File: src/rtl/nanov_store_pkg.sv
// Shared types and helpers for the nanoV store controller: peripheral space
// decode constants, the queued write entry and the CPU data bit-reversal.
package nanov_store_pkg;

  localparam logic [1:0] PERIPH_SPACE = 2'b11;

  localparam logic [1:0] TGT_GPIO  = 2'd0;
  localparam logic [1:0] TGT_UART  = 2'd1;
  localparam logic [1:0] TGT_TIMER = 2'd2;
  localparam logic [1:0] TGT_USER  = 2'd3;

  // Peripheral word addresses sit below the target bits [29:28], so 28 is the widest
  // address a queued entry can carry; narrower WA_W builds zero-extend into this field.
  localparam int ADDR_MAX_W = 28;

  typedef struct packed {
    logic [1:0]            tgt;
    logic [ADDR_MAX_W-1:0] addr;
    logic [31:0]           data;
  } store_entry_t;

  function automatic logic [31:0] bit_rev(input logic [31:0] d);
    logic [31:0] r;
    for (int i = 0; i < 32; i++) r[i] = d[31-i];
    return r;
  endfunction

endpackage

File: src/rtl/nanov_store_ctrl_if.sv
// Peripheral write bus: one-hot target select, word address and data, qualified
// by a valid/ready handshake.
interface nanov_store_ctrl_if #(
  parameter int WA_W = 28
);
  logic            wr_valid;
  logic            wr_ready;
  logic [3:0]      wr_sel;
  logic [WA_W-1:0] wr_addr;
  logic [31:0]     wr_data;

  modport master (output wr_valid, wr_sel, wr_addr, wr_data, input wr_ready);
  modport slave  (input wr_valid, wr_sel, wr_addr, wr_data, output wr_ready);
endinterface

File: src/rtl/nanov_store_fifo.sv
// Generic synchronous FIFO. Pointers carry an extra wrap bit so full and empty
// are distinguished without a separate counter; a push into a full FIFO is
// accepted only when a pop happens in the same cycle.
module nanov_store_fifo #(
  parameter int DEPTH = 4,
  parameter int WIDTH = 8
) (
  input  logic                     clk,
  input  logic                     rstn,
  input  logic                     push,
  input  logic [WIDTH-1:0]         wdata,
  input  logic                     pop,
  output logic [WIDTH-1:0]         rdata,
  output logic                     full,
  output logic                     empty,
  output logic [$clog2(DEPTH):0]   count
);

  localparam int AW = $clog2(DEPTH);

  logic [AW:0]      wr_ptr;
  logic [AW:0]      rd_ptr;
  logic [WIDTH-1:0] mem [DEPTH];
  logic             do_push;
  logic             do_pop;

  assign empty   = (wr_ptr == rd_ptr);
  assign full    = (wr_ptr[AW] != rd_ptr[AW]) && (wr_ptr[AW-1:0] == rd_ptr[AW-1:0]);
  assign count   = wr_ptr - rd_ptr;
  assign do_pop  = pop && !empty;
  assign do_push = push && (!full || do_pop);
  assign rdata   = mem[rd_ptr[AW-1:0]];

  // NOTE: state registers use non-blocking assignments so every flop samples pre-edge values.
  always_ff @(posedge clk or negedge rstn) begin
    if (!rstn) begin
      wr_ptr <= '0;
      rd_ptr <= '0;
    end else begin
      if (do_push) wr_ptr <= wr_ptr + 1'b1;
      if (do_pop)  rd_ptr <= rd_ptr + 1'b1;
    end
  end

  // NOTE: storage is left unreset; the pointers alone define which words are valid.
  always_ff @(posedge clk) begin
    if (do_push) mem[wr_ptr[AW-1:0]] <= wdata;
  end

endmodule

File: src/rtl/nanov_store_ctrl.sv
// nanoV store sequencer: turns CPU address/data strobes into queued, handshaked
// peripheral writes. Define NANOV_STORE_CTRL_TIMEOUT_EN to drop a head entry the
// target has refused for TIMEOUT cycles and expose a sticky timeout flag.
module nanov_store_ctrl
  import nanov_store_pkg::*;
#(
  parameter int DEPTH = 4,
  parameter int WA_W  = 28
`ifdef NANOV_STORE_CTRL_TIMEOUT_EN
  , parameter int TIMEOUT = 255
`endif
) (
  input  logic                clk,
  input  logic                rstn,
  input  logic [31:0]         data_out,
  input  logic                store_addr_out,
  input  logic                store_data_out,
  output logic                cpu_stall,
  nanov_store_ctrl_if.master  wr,
  output logic                overflow,
  output logic [7:0]          drop_count,
  input  logic                clr_status
`ifdef NANOV_STORE_CTRL_TIMEOUT_EN
  , output logic              timeout
`endif
);

  localparam int CW = $clog2(DEPTH) + 1;
  localparam logic [CW-1:0] STALL_LVL = CW'(DEPTH - 1);

  logic [31:0]   held_addr;
  logic          push_req;
  logic          push_ok;
  logic          pop_req;
  logic          handshake;
  logic          ovf_drop;
  logic          drop_ev;
  logic          full;
  logic          empty;
  logic [CW-1:0] count;
  logic [CW-1:0] count_next;
  store_entry_t  push_entry;
  store_entry_t  head;

  assign handshake = wr.wr_valid && wr.wr_ready;

`ifdef NANOV_STORE_CTRL_TIMEOUT_EN
  localparam logic [7:0] TMO_LAST = 8'(TIMEOUT - 1);

  logic [7:0] tmo_cnt;
  logic       tmo_hit;

  // The pop lands on the edge where the stalled-cycle count would reach TIMEOUT.
  assign tmo_hit = wr.wr_valid && !wr.wr_ready && (tmo_cnt == TMO_LAST);
  assign pop_req = handshake || tmo_hit;
  assign drop_ev = ovf_drop || tmo_hit;

  always_ff @(posedge clk or negedge rstn) begin
    if (!rstn)                         tmo_cnt <= '0;
    else if (!wr.wr_valid || pop_req)  tmo_cnt <= '0;
    else                               tmo_cnt <= tmo_cnt + 8'd1;
  end

  always_ff @(posedge clk or negedge rstn) begin
    if (!rstn)           timeout <= 1'b0;
    else if (clr_status) timeout <= 1'b0;
    else if (tmo_hit)    timeout <= 1'b1;
  end
`else
  assign pop_req = handshake;
  assign drop_ev = ovf_drop;
`endif

  // Stores outside peripheral space belong to the SPI memory path and are not queued.
  assign push_req   = store_data_out && (held_addr[31:30] == PERIPH_SPACE);
  assign push_ok    = push_req && (!full || pop_req);
  assign ovf_drop   = push_req && full && !pop_req;
  assign count_next = count + CW'(push_ok) - CW'(pop_req);

  always_comb begin
    push_entry.tgt  = held_addr[29:28];
    push_entry.addr = ADDR_MAX_W'(held_addr[WA_W-1:0]);
    push_entry.data = bit_rev(data_out);
  end

  // A coincident address strobe wins: the data strobe has already used the old value.
  always_ff @(posedge clk or negedge rstn) begin
    if (!rstn)               held_addr <= '0;
    else if (store_addr_out) held_addr <= data_out;
    else if (store_data_out) held_addr <= held_addr + 32'd4;
  end

  nanov_store_fifo #(
    .DEPTH (DEPTH),
    .WIDTH ($bits(store_entry_t))
  ) u_fifo (
    .clk   (clk),
    .rstn  (rstn),
    .push  (push_req),
    .wdata (push_entry),
    .pop   (pop_req),
    .rdata (head),
    .full  (full),
    .empty (empty),
    .count (count)
  );

  always_ff @(posedge clk or negedge rstn) begin
    if (!rstn) cpu_stall <= 1'b0;
    else       cpu_stall <= (count_next >= STALL_LVL);
  end

  always_ff @(posedge clk or negedge rstn) begin
    if (!rstn) begin
      overflow   <= 1'b0;
      drop_count <= '0;
    end else if (clr_status) begin
      overflow   <= 1'b0;
      drop_count <= '0;
    end else if (drop_ev) begin
      if (ovf_drop)             overflow   <= 1'b1;
      if (drop_count != 8'hFF)  drop_count <= drop_count + 8'd1;
    end
  end

  assign wr.wr_valid = !empty;
  assign wr.wr_addr  = wr.wr_valid ? head.addr[WA_W-1:0] : '0;
  assign wr.wr_data  = wr.wr_valid ? head.data : '0;

  // NOTE: every output of a combinational block gets a default first so no latch is inferred.
  always_comb begin
    wr.wr_sel = 4'b0000;
    if (wr.wr_valid) begin
      case (head.tgt)
        TGT_GPIO:  wr.wr_sel = 4'b0001;
        TGT_UART:  wr.wr_sel = 4'b0010;
        TGT_TIMER: wr.wr_sel = 4'b0100;
        TGT_USER:  wr.wr_sel = 4'b1000;
        default:   wr.wr_sel = 4'b0000;
      endcase
    end
  end

endmodule

File: src/flat_wrapper.sv
// flat-port wrapper written by rule: the top's interface ports become plain ports
module nanov_store_ctrl_flat import nanov_store_pkg::*;
#(
  parameter int DEPTH = 4,
  parameter int WA_W  = 28

)
  (clk, rstn, data_out, store_addr_out, store_data_out, cpu_stall, overflow, drop_count, clr_status, wr_wr_valid, wr_wr_sel, wr_wr_addr, wr_wr_data, wr_wr_ready);
  nanov_store_ctrl_if #(.WA_W(WA_W)) wr_i ();
  input  logic clk;
  input  logic rstn;
  input  logic [31:0] data_out;
  input  logic store_addr_out;
  input  logic store_data_out;
  output logic cpu_stall;
  output logic overflow;
  output logic [7:0] drop_count;
  input  logic clr_status;
  output wire logic [$bits(wr_i.wr_valid)-1:0] wr_wr_valid;
  output wire logic [$bits(wr_i.wr_sel)-1:0] wr_wr_sel;
  output wire logic [$bits(wr_i.wr_addr)-1:0] wr_wr_addr;
  output wire logic [$bits(wr_i.wr_data)-1:0] wr_wr_data;
  input wire logic [$bits(wr_i.wr_ready)-1:0] wr_wr_ready;
  assign wr_wr_valid = wr_i.wr_valid;
  assign wr_wr_sel = wr_i.wr_sel;
  assign wr_wr_addr = wr_i.wr_addr;
  assign wr_wr_data = wr_i.wr_data;
  assign wr_i.wr_ready = wr_wr_ready;
  nanov_store_ctrl #(.DEPTH(DEPTH), .WA_W(WA_W)) u_core (.clk(clk), .rstn(rstn), .data_out(data_out), .store_addr_out(store_addr_out), .store_data_out(store_data_out), .cpu_stall(cpu_stall), .wr(wr_i), .overflow(overflow), .drop_count(drop_count), .clr_status(clr_status));
endmodule
File: config.mk
export PLATFORM = sky130hd
export DESIGN_NAME = nanov_store_ctrl_flat
export DESIGN_NICKNAME = d
export VERILOG_FILES = /design/src/rtl/nanov_store_pkg.sv /design/src/rtl/nanov_store_ctrl_if.sv /design/src/rtl/nanov_store_fifo.sv /design/src/rtl/nanov_store_ctrl.sv /design/src/flat_wrapper.sv
export SDC_FILE = /design/constraint.sdc
export NUM_CORES = 1
export LEC_CHECK = 0
export CORE_MARGIN = 5
export CORE_UTILIZATION = 45
export CTS_CLUSTER_SIZE = 40
export DETAILED_ROUTE_END_ITERATION = 8
export PLACE_DENSITY = 0.74
export SYNTH_ARGS = -nofsm -noshare
export SYNTH_HDL_FRONTEND = slang
export SYNTH_HIERARCHICAL = 1
export SYNTH_SLANG_ARGS = --single-unit
File: constraint.sdc
create_clock -name clk -period 11.4 [get_ports clk]
set_clock_uncertainty 0.2 [all_clocks]
set_input_delay 2.28 -clock clk [delete_from_list [all_inputs] [get_ports clk]]
set_output_delay 2.28 -clock clk [all_outputs]
set_load 0.02 [all_outputs]
# Yosys cells after proc, flatten, opt, wreduce, memory -nomap -nowiden
# Memory sizes are Yosys's and may differ from the RTL's.
# Index checks and enable logic that the tools add are counted.
# Widths: inputs -> output; s select.
[word_totals] regBits=48 ramBits=248 wordCells=54 memories=1
[op_classes] addsub=7 magnitude_cmp=1 eq_ne=8 n_mux=13 reduce_logical=18
[memory_table] name="u_core.u_fifo.mem" words=4 width=62 rd=1 rd_clocked_by_memory_dff=0 wr=1 line_no="nanov_store_fifo.sv:23" source="logic [WIDTH-1:0] mem [DEPTH];"
[ops] cell="$mux 32" count=3
[ops] cell="$add 32x3->32 const B" count=1
[ops] cell="$mux 28" count=1
[ops] cell="$mux 8" count=3
[ops] cell="$pmux 4 s4" count=1
[ops] cell="$add 8x1->8 const B" count=1
[ops] cell="$logic_and 1x1->1" count=8
[ops] cell="$ne 8x8->1 const B" count=1
[ops] cell="$add 3x1->3 const B" count=2
[ops] cell="$eq 2x2->1 const B" count=3
[ops] cell="$reduce_bool 2->1" count=3
[ops] cell="$mux 1" count=4
[ops] cell="$mux 4" count=1
[ops] cell="$add 3x1->3" count=1
[ops] cell="$eq 3x3->1" count=1
[ops] cell="$ge 3x2->1 const B" count=1
[ops] cell="$logic_not 1->1" count=3
[ops] cell="$sub 3x1->3" count=1
[ops] cell="$sub 3x3->3" count=1
[ops] cell="$eq 2x1->1 const B" count=1
[ops] cell="$eq 2x2->1" count=1
[ops] cell="$logic_not 2->1" count=1
[ops] cell="$logic_or 1x1->1" count=2
[ops] cell="$reduce_and 2->1" count=1
[ops] cell="$ne 1x1->1" count=1

# Logic depth before layout (Yosys ltp)
[depth] ltp_word=8 ltp_mapped=15 depth_no_buf=13

# Hierarchy
# Netlist, hierarchy kept.
[by_module_without_submodules] mod="nanov_store_fifo" n_inst=1 cells_each=370 area_each_um2=9385.3
[by_module_without_submodules] mod="nanov_store_ctrl" n_inst=1 cells_each=338 area_each_um2=2834.0

# Worst setup path before layout
# Ideal clock, no wire load.
[synth_path] kind="input to register" startpoint="input store_data_out" endpoint="memory u_core/u_fifo/mem[3][0] (netlist name), enable pin" setup_ps=503 arrival_time_ps=5788 t_required_ps=10697 path_slack_ps=4910 stages=4 path_buffers=1 path_cell_list="buf_4 and3_1 nand2_1 a21oi_1"
[synth_between] elab_chain_cells=4
[synth_rtl] element="from (decl)" line_no="flat_wrapper.sv:14" source="input logic store_data_out;"
[synth_rtl] element="$logic_and 1x1->1" line_no="nanov_store_ctrl.sv:75" source="assign push_req = store_data_out && (held_addr[31:30] == PERIPH_SPACE);"
[synth_rtl] element="via u_core.push_req" line_no="nanov_store_ctrl.sv:32" source="logic push_req;"
[synth_rtl] element="$logic_and 1x1->1" line_no="nanov_store_fifo.sv:31" source="assign do_push = push && (!full || do_pop);"
[synth_rtl] element="$mux 1" line_no="nanov_store_fifo.sv:47" source="if (do_push) mem[wr_ptr[AW-1:0]] <= wdata;"
[synth_rtl] element="$mux 1 (implied by the code)" line_no="nanov_store_fifo.sv:47"
[synth_rtl] element="to (decl)" line_no="nanov_store_fifo.sv:23"
# The timed path passes the listed nets, and every way through them passes these cells.

# Worst setup path after layout
[layout_path] startpoint="register u_core.u_fifo.rd_ptr[0]" endpoint="output wr_wr_sel[3]"
[layout_between] elab_cells_between_ends=8 classes_between="4 x eq/ne; 2 x mux; 1 x reduce/logical; 1 x memory"
[layout_lines] element="from (decl)" line_no="nanov_store_fifo.sv:22" source="logic [AW:0] rd_ptr;"
[layout_lines] element="from (signal assigned)" line_no="nanov_store_fifo.sv:41" source="if (do_pop) rd_ptr <= rd_ptr + 1'b1;"
[layout_lines] element="$eq 3x3->1" line_no="nanov_store_fifo.sv:27" source="assign empty = (wr_ptr == rd_ptr);"
[layout_lines] element="via u_core.empty" line_no="nanov_store_ctrl.sv:39" source="logic empty;"
[layout_lines] element="$mux 4" line_no="nanov_store_ctrl.sv:133" source="if (wr.wr_valid) begin"
[layout_lines] element="to (decl)" line_no="flat_wrapper.sv:20" source="output wire logic [$bits(wr_i.wr_sel)-1:0] wr_wr_sel;"
# The timed path passes the listed nets, and every way through them passes these cells.

==> metrics.txt <==
outcome=completed; drt via density=5.655; setup TNS=0 ns; Layout Nets=876; EDFF count, synth=248; CTS Buf Count=30; reg2reg start=u_core/u_fifo/rd_ptr[0]; Overflow after GRT=0; fin util=54.62%; cts hold-fix bufs=0; Inst Count DP=1,134; # DRC=0; asr flop ratio synth=16.22%; Cells after Synth=708; hold_ws=0.3192 ns; pre-CTS WS=5.694 ns; Static Leak=4.916 nW; placed cell area=13,670 um^2; Initial Utilization=45.47%; FF+latch area=8653 um^2; layout cell share with drive strength beyond 1=16.25%; FP Rows=60; die area=30,550 um^2; warning count from the yosys run=6; Setup crit end=wr_wr_sel[3]; die span in x=174.8 um; CTS clk-pin slew, worst paths=0.06 ns; required time worst endpoint=8.92 ns; hold crit path type=register to register; Area Growth Syn to Fin=20.13%; post-cts resize count=0; total wire length=24,460 um; met2 wire length=11,880 um; startpoint types=register; largest net degree at the start of global routing=66; clock sink count=296; Critical-path top delay cell=dfrtp_4; Netlist Area Pre-Place=12,220 um^2; worst-case reg-to-reg path depth=10; core area=26,880 um^2; RSZ-0062 raised after global routing=no; Max-Cap Viols=0; clock tree from TritonCTS=done; Tot Pwr=3.872 mW; WP depth=7; min Tclk post-route=6.263 ns; WL met1=10,530 um; initial antenna violation count=1; GR Util All Layers=16.03%; hold path cells=0; final setup margin=5.137 ns; Syn Nets=759; DRT Pass-1 Iters=5; met3 wire length=1464 um; Starting DRT DRC Count=585; Crit Path Category=register to primary output; Final setup viols=0; first-pass GRT wire length=39,220 um; Buffers on Ports=112; multi-input logic area=3356 um^2; Achievable Freq=0.1597 GHz; cell breakdown of the critical path=ha_1 -> nand2_1 -> nor2b_4 -> buf_4 -> inv_1 -> and3_1 -> clkdlybuf4s50_1; Vias=6,729; Most used DFF post-synth=edfxtp_1; Tightest Pin Transition=1.048 ns; reg-to-reg slack, setup=6.54 ns; Worst-Skew Late Latency=0.55 ns; HPWL after DPL=14,510 um; Routed WL per cell=20.56 um; Largest stage delay, worst path=0.71 ns; fillers=2,114; reg-to-reg critical path endpoint=u_core/u_fifo/mem[2][48]; Hold Fails Final Rpt=0; Buf+Inv Stages, Crit Path=3; arrival time worst endpoint=3.78 ns; post-CTS setup buffer count=0; peak supply drop=0.2315 mV; CP endpoint kind=primary output; #FFs+latches synth=296; Synth Area per Inst=17.26 um^2; Final Cycle Share=54.94%; Clock Path Buffers=3; I/O Pins=113; H-tree depth=1; most common library cell in the layout ignoring fill and taps=edfxtp_1; cell area after layout=14,680 um^2; fin. max-slew vios=0; via count of the first global-routing pass=6,952; Distinct cells, synth=48; commonest non-fill, non-tap cells in the layout=edfxtp_1 (248), clkdlybuf4s50_1 (110), mux4_2 (62), nor2b_1 (60), dfrtp_1 (46); n_diodes=0; crit path launch=u_core/u_fifo/rd_ptr[0]; pwr dens=263.8 nW/um^2; Post-Layout Cell Count=1,190; antenna-violating nets left=0; post-synthesis sequential area ratio=70.78%; CTS root buf=clkbuf_16; Die Height=174.8 um; highest metal used=met5; CP Max Fanout=44; Placer Congestion=0.7656; Crit path max-delay family=buffers and inverters; Max transition margin=29.96%
[routing by layer]
layer  up-vias  track usage, %
li1       3019               -
met1      3439           22.53
met2       224           26.23
met3        45           3.007
met4         2           3.993
met5         -               0
[synthesized netlist by cell type, types with 12 or more instances]
library cell  number  area share, %
edfxtp_1         248             61
inv_1             17           0.52
and3_1            12           0.61
nor2b_1           61            3.1
nand2_1           37            1.1
nand3_1           20           0.82
dfrtp_1           48            9.8
o21ai_0           21           0.86
clkbuf_1          17           0.52
or4_1             18            1.1
nor2_1            13           0.40
mux4_2            62             11
[sequential cells by signal, summed over array words and instances (netlist names)]
register	count
u_core/overflow	1
u_core/u_fifo/mem	248
u_core/u_fifo/rd_ptr	3
u_core/held_addr	32
u_core/drop_count	8
u_core/cpu_stall	1
u_core/u_fifo/wr_ptr	3
[report_power, final]
group	internal [mW]	switching, mW	total [mW]
Combinational	0.739	0.796	1.53
Clock	0.572	0.394	0.966
Sequential	1.29	0.0786	1.37
Total	2.60	1.27	3.87
[kinds of logic (layout without fill, tap and decap cells)]
group,count (synthesis),count (layout),share of synthesized area [%]
flops,296,296,70.78
simple gates,194,194,9.072
mux,69,69,12.08
compound gates,65,65,3.318
buf+inv,53,194,1.945
xor+xnor,18,18,1.352
fa+ha+maj,13,13,1.454
[final cells by class]
cell class / instances / area share, %
clock buffer: 43 / 5.856
clock inverter: 13 / 0.9887
inverter: 18 / 0.4603
multi-input combinational: 359 / 22.86
sequential: 296 / 58.95
tap: 341 / 2.907
timing repair buffer: 120 / 7.978
[worst min-delay path by stage]
stage,endpoint,from
2_1_floorplan,u_core/u_fifo/mem[0][32],u_core/held_addr[0]
3_3_place_gp,u_core/u_fifo/mem[3][33],u_core/held_addr[1]
3_5_place_dp,u_core/u_fifo/mem[3][33],u_core/held_addr[1]
4_1_cts,u_core/u_fifo/mem[3][33],u_core/held_addr[1]
5_1_grt,u_core/u_fifo/mem[2][33],u_core/held_addr[1]
6_report,u_core/u_fifo/mem[3][33],u_core/held_addr[1]
Power figures use the tool's default switching activity.
